--- src/rtl/mult_seq_param.sv ---
`default_nettype none
// ============================================================================
// Module   : mult_seq_param
// Brief    : Sequential shift-add multiplier, configurable width and radix,
//            signed/unsigned per operation, full 2*WIDTH product plus overflow.
// Revision : 1.0 - initial release
// ============================================================================
module mult_seq_param #(
    parameter int WIDTH          = 32,
    parameter int BITS_PER_CYCLE = 1
) (
    input  logic             clk,
    input  logic             reset_n,
    input  logic [WIDTH-1:0] a,
    input  logic [WIDTH-1:0] b,
    input  logic             is_signed,
    input  logic             doMult,
    output logic             busy,
    output logic [WIDTH-1:0] out_hi,
    output logic [WIDTH-1:0] out_lo,
    output logic             out_ovf,
    output logic             mult_done
);

    localparam int N   = WIDTH / BITS_PER_CYCLE;
    localparam int CW  = $clog2(N + 1);
    localparam int BPC = BITS_PER_CYCLE;
    localparam int AW  = 2 * WIDTH + BPC;

    typedef enum logic [1:0] {
        ST_IDLE = 2'd0,
        ST_RUN  = 2'd1,
        ST_FIX  = 2'd2
    } state_t;

    state_t             state_q, state_d;
    logic [CW-1:0]      count_q, count_d;
    logic [WIDTH-1:0]   mcand_q, mcand_d;
    logic [WIDTH-1:0]   mplier_q, mplier_d;
    logic [AW-1:0]      acc_q, acc_d;
    logic               neg_q, neg_d;
    logic               signed_q, signed_d;
    logic [WIDTH-1:0]   out_hi_q, out_hi_d;
    logic [WIDTH-1:0]   out_lo_q, out_lo_d;
    logic               out_ovf_q, out_ovf_d;
    logic               done_q, done_d;

    logic [WIDTH-1:0]       w_a_mag;
    logic [WIDTH-1:0]       w_b_mag;
    logic [WIDTH+BPC-1:0]   w_partial;
    logic [WIDTH+BPC-1:0]   w_upper_sum;
    logic [2*WIDTH-1:0]     w_product;

    // Datapath: magnitudes, one radix digit of partial product, final sign fix
    always_comb begin
        // Most-negative input negates to itself, which is its correct unsigned magnitude
        w_a_mag     = (is_signed && a[WIDTH-1]) ? -a : a;
        w_b_mag     = (is_signed && b[WIDTH-1]) ? -b : b;
        w_partial   = {{BPC{1'b0}}, mcand_q} * {{WIDTH{1'b0}}, mplier_q[BPC-1:0]};
        w_upper_sum = acc_q[AW-1:WIDTH] + w_partial;
        w_product   = neg_q ? -acc_q[2*WIDTH-1:0] : acc_q[2*WIDTH-1:0];
    end

    always_comb begin
        state_d   = state_q;
        count_d   = count_q;
        mcand_d   = mcand_q;
        mplier_d  = mplier_q;
        acc_d     = acc_q;
        neg_d     = neg_q;
        signed_d  = signed_q;
        out_hi_d  = out_hi_q;
        out_lo_d  = out_lo_q;
        out_ovf_d = out_ovf_q;
        done_d    = 1'b0;

        case (state_q)
            ST_IDLE: begin
                if (doMult) begin
                    mcand_d  = w_a_mag;
                    mplier_d = w_b_mag;
                    neg_d    = is_signed & (a[WIDTH-1] ^ b[WIDTH-1]);
                    signed_d = is_signed;
                    acc_d    = '0;
                    count_d  = CW'(N);
                    state_d  = ST_RUN;
                end
            end
            ST_RUN: begin
                acc_d    = {w_upper_sum, acc_q[WIDTH-1:0]} >> BPC;
                mplier_d = mplier_q >> BPC;
                count_d  = count_q - CW'(1);
                if (count_q == CW'(1)) begin
                    state_d = ST_FIX;
                end
            end
            ST_FIX: begin
                out_hi_d  = w_product[2*WIDTH-1:WIDTH];
                out_lo_d  = w_product[WIDTH-1:0];
                out_ovf_d = signed_q ? (w_product[2*WIDTH-1:WIDTH] != {WIDTH{w_product[WIDTH-1]}})
                                     : (w_product[2*WIDTH-1:WIDTH] != '0);
                done_d    = 1'b1;
                state_d   = ST_IDLE;
            end
            default: begin
                state_d = ST_IDLE;
            end
        endcase
    end

    always_ff @(posedge clk or negedge reset_n) begin
        if (!reset_n) begin
            state_q   <= ST_IDLE;
            count_q   <= '0;
            mcand_q   <= '0;
            mplier_q  <= '0;
            acc_q     <= '0;
            neg_q     <= 1'b0;
            signed_q  <= 1'b0;
            out_hi_q  <= '0;
            out_lo_q  <= '0;
            out_ovf_q <= 1'b0;
            done_q    <= 1'b0;
        end else begin
            state_q   <= state_d;
            count_q   <= count_d;
            mcand_q   <= mcand_d;
            mplier_q  <= mplier_d;
            acc_q     <= acc_d;
            neg_q     <= neg_d;
            signed_q  <= signed_d;
            out_hi_q  <= out_hi_d;
            out_lo_q  <= out_lo_d;
            out_ovf_q <= out_ovf_d;
            done_q    <= done_d;
        end
    end

    assign busy      = (state_q != ST_IDLE) || done_q;
    assign out_hi    = out_hi_q;
    assign out_lo    = out_lo_q;
    assign out_ovf   = out_ovf_q;
    assign mult_done = done_q;

endmodule
`default_nettype wire

--- config.mk ---
export PLATFORM = sky130hd
export DESIGN_NAME = mult_seq_param
export DESIGN_NICKNAME = d
export VERILOG_FILES = /design/src/rtl/mult_seq_param.sv
export SDC_FILE = /design/constraint.sdc
export NUM_CORES = 1
export LEC_CHECK = 0
export BUFFER_PORTS_ARGS = -buffer_cell sky130_fd_sc_hd__buf_2
export CORE_MARGIN = 3
export CORE_UTILIZATION = 50
export DETAILED_ROUTE_END_ITERATION = 16
export GPL_ROUTABILITY_DRIVEN = 0
export PLACE_DENSITY = 0.75
export SLEW_MARGIN = 20
export SYNTH_ARGS = -nofsm -noshare
export SYNTH_HDL_FRONTEND = slang
export SYNTH_SLANG_ARGS = --single-unit
--- constraint.sdc ---
create_clock -name clk -period 4.3 [get_ports clk]
set_clock_uncertainty 0.2 [all_clocks]
set_input_delay 0.215 -clock clk [delete_from_list [all_inputs] [get_ports clk]]
set_output_delay 0.215 -clock clk [all_outputs]
set_load 0.01 [all_outputs]
# [Word-level counts from Yosys, hierarchy flattened]
# Cells that the tools add are included.
# Widths: inputs -> output; s select.
[classes] multipliers=1 muxes=14 n_reduce_logical=10 eq_ne=6 n_addsub=5 n_bitwise=2
[ops] operator="$pmux 65 s2" n=1
[ops] operator="$mux 32" n=3
[ops] operator="$mux 65" n=1
[ops] operator="$mux 64" n=1
[ops] operator="$neg 32->32" n=2
[ops] operator="$neg 64->64" n=1
[ops] operator="$pmux 32 s2" n=1
[ops] operator="$add 33x33->33" n=1
[ops] operator="$mul 32x1->33" n=1
[ops] operator="$ne 32x32->1" n=1
[ops] operator="$reduce_bool 32->1" n=1
[ops] operator="$pmux 6 s2" n=1
[ops] operator="$eq 6x1->1 const B" n=1
[ops] operator="$mux 6" n=1
[ops] operator="$reduce_and 2->1" n=3
[ops] operator="$sub 6x1->6 const B" n=1
[ops] operator="$mux 2" n=2
[ops] operator="$ne 2x2->1 const B" n=2
[ops] operator="$pmux 2 s2" n=1
[ops] operator="$reduce_bool 2->1" n=2
[ops] operator="$eq 2x1->1 const B" n=1
[ops] operator="$eq 2x2->1 const B" n=1
[ops] operator="$logic_and 1x1->1" n=2
[ops] operator="$logic_not 2->1" n=1
[ops] operator="other kinds (4)" n=5
[word_totals] elab_cells=49 register_bits=205 input_bits=68 out_inout_bits=67

# [Logic depth before layout (Yosys ltp)]
[logic_depth] word_depth=4 mapped_depth=15 ltp_nobuf=14

# [Worst setup path after synthesis]
# Ideal clock, no wire load.
[synth_timing] path_kind="register -> register" start="register acc_q[31]" end="register out_ovf_q, in the netlist out_ovf" stages_incl_launch_ff=12 synth_period_minus_slack_ps=3551 path_buffers=1 arrival_ps=3219 t_required_ps=3969 slack_ps=749 setup_ps=131 cell_sequence="dfrtp_1 -> clkbuf_1 -> nor3_1 -> nor4bb_1 -> nand3_1 -> o31a_1 -> xnor2_1 -> or4_1 -> o31ai_1 -> nand4_1 -> nor4_1 -> a21oi_1"
[synth_between] elab_chain_len=4 word_cells_on_any_way=5 classes_between="add/sub (1); eq/ne (1); mux (2); reduce/logical (1)"
[synth_rtl] item="from (decl)" line="40" text="logic [AW-1:0] acc_q, acc_d;"
[synth_rtl] item="from (signal assigned)" line="117" text="acc_q <= '0;"
[synth_rtl] item="from (signal assigned)" line="129" text="acc_q <= acc_d;"
[synth_rtl] item="$neg 64->64" line="61" text="w_product = neg_q ? -acc_q[2*WIDTH-1:0] : acc_q[2*WIDTH-1:0];"
[synth_rtl] item="$mux 64 (*)" line="61"
[synth_rtl] item="$ne 32x32->1 or $reduce_bool 32->1 (tied branches)" line="100, 101"
[synth_rtl] item="$mux 1 (*)" line="100" text="out_ovf_d = signed_q ? (w_product[2*WIDTH-1:WIDTH] != {WIDTH{w_product[WIDTH-1]}})"
[synth_rtl] item="to (signal assigned)" line="134" text="out_ovf_q <= out_ovf_d;"
[synth_rtl] item="to (decl)" line="45" text="logic out_ovf_q, out_ovf_d;"
# Mark *: on every way between the ends. The rest lies on a longest branch, timed or not.
# A chain may end at the register's enable or synchronous reset.

# [Final worst setup path]
[layout_timing] start="register acc_q[25]" end="register out_ovf_q, in the netlist out_ovf"
[layout_between] elab_chain_len=4 word_cells_on_any_way=5 classes_between="add/sub (1); eq/ne (1); mux (2); reduce/logical (1)"
[layout_rtl] item="$neg 64->64 (*)" line="61"
[layout_rtl] item="$mux 64 (*)" line="61"
[layout_rtl] item="$ne 32x32->1 or $reduce_bool 32->1 (tied branches)" line="100, 101"
[layout_rtl] item="$mux 1 (*)" line="100"
# Marked as above.

==> flow_summary.html <==
<table>
<tr><th>Metric</th><th>Value</th></tr>
<tr><th colspan="2">Logic synthesis</th></tr>
<tr><td>Area contributors post-synth</td><td>sky130_fd_sc_hd__dfrtp_1, sky130_fd_sc_hd__o21ai_0, sky130_fd_sc_hd__nand2_1</td></tr>
<tr><td>Most frequent cells after synthesis</td><td>sky130_fd_sc_hd__nand2_1, sky130_fd_sc_hd__o21ai_0, sky130_fd_sc_hd__dfrtp_1</td></tr>
<tr><td>Post-Synthesis Cell Area</td><td>12500 µm²</td></tr>
<tr><td>Async SR Flop Fraction</td><td>1.00</td></tr>
<tr><td>Distinct cell type count of the synthesized netlist</td><td>67</td></tr>
<tr><td>Library cell with the highest instance count after synthesis</td><td>sky130_fd_sc_hd__nand2_1</td></tr>
<tr><td>Cell type with the highest aggregate area in the netlist</td><td>sky130_fd_sc_hd__dfrtp_1</td></tr>
<tr><td>Prevailing post-synth register cell</td><td>sky130_fd_sc_hd__dfrtp_1</td></tr>
<tr><td>Mean instance size in the synthesized netlist</td><td>8.56 µm²</td></tr>
<tr><td>Gate count after technology mapping</td><td>1459</td></tr>
<tr><td>Area share of the largest cell type after synthesis</td><td>0.409</td></tr>
<tr><td>Nets in the synthesized netlist</td><td>1565</td></tr>
<tr><td>Yosys warnings</td><td>0</td></tr>
<tr><td>Flops &amp; latches, synth</td><td>204</td></tr>
<tr><td>Sequential cell area fraction in the yosys report</td><td>0.409</td></tr>
<tr><td>Post-synth EDFFs</td><td>0</td></tr>
<tr><th colspan="2">Pwr</th></tr>
<tr><td>Sum of internal, switching and leakage power</td><td>0.0104 W</td></tr>
<tr><td>Reported leakage power</td><td>6.66 nW</td></tr>
<tr><td>Power density normalized to cell area</td><td>693 nW/µm²</td></tr>
<tr><td>VDD IR max</td><td>0.326 mV</td></tr>
<tr><th colspan="2">Floorplan</th></tr>
<tr><td>IO Count</td><td>135</td></tr>
<tr><td>Area of the die</td><td>26900 µm²</td></tr>
<tr><td>Floorplan row count</td><td>57</td></tr>
<tr><td>Die W</td><td>164 µm</td></tr>
<tr><td>Core area</td><td>24500 µm²</td></tr>
<tr><td>Height of the chip</td><td>164 µm</td></tr>
<tr><td>Initial Util</td><td>0.511</td></tr>
<tr><th colspan="2">Placement</th></tr>
<tr><td>Cell area after placement</td><td>13400 µm²</td></tr>
<tr><td>Count of buffers inserted at the top-level ports</td><td>134</td></tr>
<tr><td>Placed wire-length estimate after detailed placement</td><td>22600 µm</td></tr>
<tr><th colspan="2">Run status</th></tr>
<tr><td>Status</td><td>finished, final reports clean</td></tr>
<tr><th colspan="2">Critical path</th></tr>
<tr><td>Largest stage delay on the critical path</td><td>660 ps</td></tr>
<tr><td>Setup slack on the worst flop-to-flop path</td><td>260 ps</td></tr>
<tr><td>Required arrival time at the worst endpoint</td><td>4480 ps</td></tr>
<tr><td>Critical Setup Path Class</td><td>reg2reg</td></tr>
<tr><td>Critical path endpoint category</td><td>register</td></tr>
<tr><td>Slowest library cell on the worst path</td><td>sky130_fd_sc_hd__or4_1</td></tr>
<tr><td>Critical Path Source Type</td><td>register</td></tr>
<tr><td>Crit Path Max Fanout</td><td>5</td></tr>
<tr><td>CP most frequent cell</td><td>sky130_fd_sc_hd__or4_1</td></tr>
<tr><td>Arrival @ worst endpoint</td><td>4230 ps</td></tr>
<tr><td>Worst path cell trace</td><td>or4_1 &gt; nor4_2 &gt; nand3_1 &gt; o31a_1 &gt; xnor2_1 &gt; or4_1 &gt; o31ai_1 &gt; nand4_1 &gt; nor4_1 &gt; a21oi_1</td></tr>
<tr><th colspan="2">Drt</th></tr>
<tr><td>Routed length on met3</td><td>1910 µm</td></tr>
<tr><td>Number of antenna-violating nets in the routed design</td><td>0</td></tr>
<tr><td>DR iter-0 viols</td><td>974</td></tr>
<tr><td>Top layer in use</td><td>met4</td></tr>
<tr><td>1st-pass router iterations</td><td>6</td></tr>
<tr><td>Routed wire length</td><td>31800 µm</td></tr>
<tr><td>DRC Markers</td><td>0</td></tr>
<tr><td>Wire length on met2</td><td>14300 µm</td></tr>
<tr><td>Wirelength per Cell</td><td>16.1 µm</td></tr>
<tr><td>Post-detailed-route via-to-cell ratio</td><td>5.71</td></tr>
<tr><td>Metal-1 WL</td><td>15000 µm</td></tr>
<tr><td>Vias</td><td>11.3k</td></tr>
<tr><th colspan="2">STA</th></tr>
<tr><td>Setup repair after global routing missed its margin</td><td>no</td></tr>
<tr><td>Fin crit period</td><td>4040 ps</td></tr>
<tr><td>Worst slew pin tran</td><td>935 ps</td></tr>
<tr><td>Ratio of final minimum period to clock period</td><td>0.940</td></tr>
<tr><td>Final slew viol count</td><td>0</td></tr>
<tr><td>Top achievable clock speed</td><td>0.247 GHz</td></tr>
<tr><td>Setup-failing EPs final</td><td>0</td></tr>
<tr><td>Rel. slew slack</td><td>0.377</td></tr>
<tr><td>Setup TNS Final</td><td>0 ps</td></tr>
<tr><td>Worst Hold Slack</td><td>0.293 ps</td></tr>
<tr><td>Number of hold violations in the final report</td><td>0</td></tr>
<tr><th colspan="2">Clock network</th></tr>
<tr><td>Total clock buffers created by CTS</td><td>22</td></tr>
<tr><td>Clock latency on the worst-skew pair</td><td>510 ps</td></tr>
<tr><td>Clock transition at the registers of the reported paths</td><td>60 ps</td></tr>
<tr><td>Cell at the root of the clock tree</td><td>sky130_fd_sc_hd__clkbuf_16</td></tr>
<tr><td>Worst-case clock buffer depth</td><td>3</td></tr>
<tr><td>Clk sink count</td><td>204</td></tr>
<tr><td>H-tree levels</td><td>1</td></tr>
<tr><td>Clock tree from TritonCTS</td><td>done</td></tr>
<tr><th colspan="2">Cells and area</th></tr>
<tr><td>Core Util, Final</td><td>0.614</td></tr>
<tr><td>Number of fill cells in the layout</td><td>2078</td></tr>
<tr><td>Fraction of final layout cells sized beyond drive strength 1</td><td>0.131</td></tr>
<tr><td>Number of antenna diodes</td><td>0</td></tr>
<tr><td>Layout Nets</td><td>1739</td></tr>
<tr><td>Area growth from synthesis to layout</td><td>20.3%</td></tr>
<tr><td>Final Cell Area</td><td>15000 µm²</td></tr>
<tr><th colspan="2">Global routing</th></tr>
<tr><td>Total routing usage reported by global routing</td><td>0.237</td></tr>
<tr><td>Overflow after GRT</td><td>0</td></tr>
<tr><td>Maximum number of pins on one net before global-route repair</td><td>136</td></tr>
<tr><td>Antenna violations before repair</td><td>0</td></tr>
<tr><td>Vias in the first global route</td><td>10.7k</td></tr>
<tr><td>Wire length of the first global-routing pass</td><td>53100 µm</td></tr>
<tr><th colspan="2">Job</th></tr>
<tr><td>Max-cap viol count</td><td>0</td></tr>
<tr><th colspan="2">Hold path</th></tr>
<tr><td>Worst min path class</td><td>in2reg</td></tr>
</table>
-- what timing repair did --
item	in CTS	in global routing
setup endpoints to repair	0	1
resized for setup	0	3
hold buffers	80	0
endpoints found under the hold margin	134	0
setup buffers	0	0
-- placed cells by master, fill, tap and decap left out, drive strengths merged, types with 3 or more instances in the layout --
cell type and count:
a21boi 4, o211ai 3, o31a 4, mux2i 4, o311ai 3, o41ai 11
nand3 27, clkinv 5, xor2 91, a22oi 31, a31oi 15, nor3 23
a21o 16, a41oi 5, clkbuf 34, buf 154, nand4 7, dlygate4sd3 80
and2 36, a211oi 3, o31ai 34, nand2b 14, o21ai 231, o2111ai 3
o21a 4, nor2 53, dfrtp 204, or2 9, or3 28, ha 37
xnor2 60, nand2 257, or4 20, a21oi 46, o21bai 3, nor4 26
inv 28, nor2b 3, and3 4
-- report_power, final --
group	leakage [nW]	switching (W)	internal, W
logic	3.76	0.00300	0.00201
registers	2.54	0.000741	0.00270
clock network	0.370	0.000777	0.00119
-- critical path, delay by kind of cell, from the launching register on --
kind	cells	cell delay (ps)
compound gates	3	650
xor+xnor	1	200
flops	1	430
simple gates	6	2450
-- sequential cells by signal, indices dropped and copies added (netlist names), 2 cells and up --
signal and count:
acc_q 64, mcand_q 32, mplier_q 32, out_hi 32, out_lo 32, count_q 6, state_q 2
-- routing by layer --
metal,vias to the layer above,track usage
met1,5318,0.346
met2,369,0.381
met4,0,0.0507
met3,44,0.0252
li1,5532,-
met5,-,0
-- cell families (layout without fill, tap and decap cells) --
| kind of cell | Yosys count | count (layout) | synth area share |
|---|---|---|---|
| adders and majority gates | 38 | 38 | 0.0386 |
| and+or+nand+nor | 515 | 515 | 0.197 |
| xor gates and xnor gates | 151 | 151 | 0.106 |
| muxes | 5 | 5 | 0.00411 |
| buffers and inverters | 114 | 304 | 0.0351 |
| AOI/OAI and AO/OA | 432 | 432 | 0.211 |
| DFF | 204 | 204 | 0.409 |
-- stage by stage --
step	setup WS, ps	cells
after floorplan	749	1459
after global placement	413	1853
after detailed placement	244	1853
after CTS	214	1973
after global routing	85.2	1973
final	258	1973
-- final cells by class --
cell class	count	area [µm²]	area share
Clock buffer	33	663	0.0441
Clock inverter	7	91.3	0.00608
Inverter	29	109	0.00724
Multi-Input combinational cell	1141	7000	0.466
Sequential cell	204	5100	0.340
Tap cell	324	405	0.0270
Timing Repair Buffer	235	1650	0.110
-- path summary, 6_finish.rpt --
check / startpoint / endpoint / cells after the start
min in group asynchronous: reset_n / out_hi[25] / 2
worst max register to register: acc_q[25] / out_ovf / 10
worst max-delay path: acc_q[25] / out_ovf / 10
worst min-delay path: b[1] / mplier_q[1] / 4
worst min register to register: mcand_q[0] / mcand_q[0] / 2
max in group asynchronous: reset_n / mplier_q[19] / 3
Note: power is estimated with default switching activity, not from simulation.
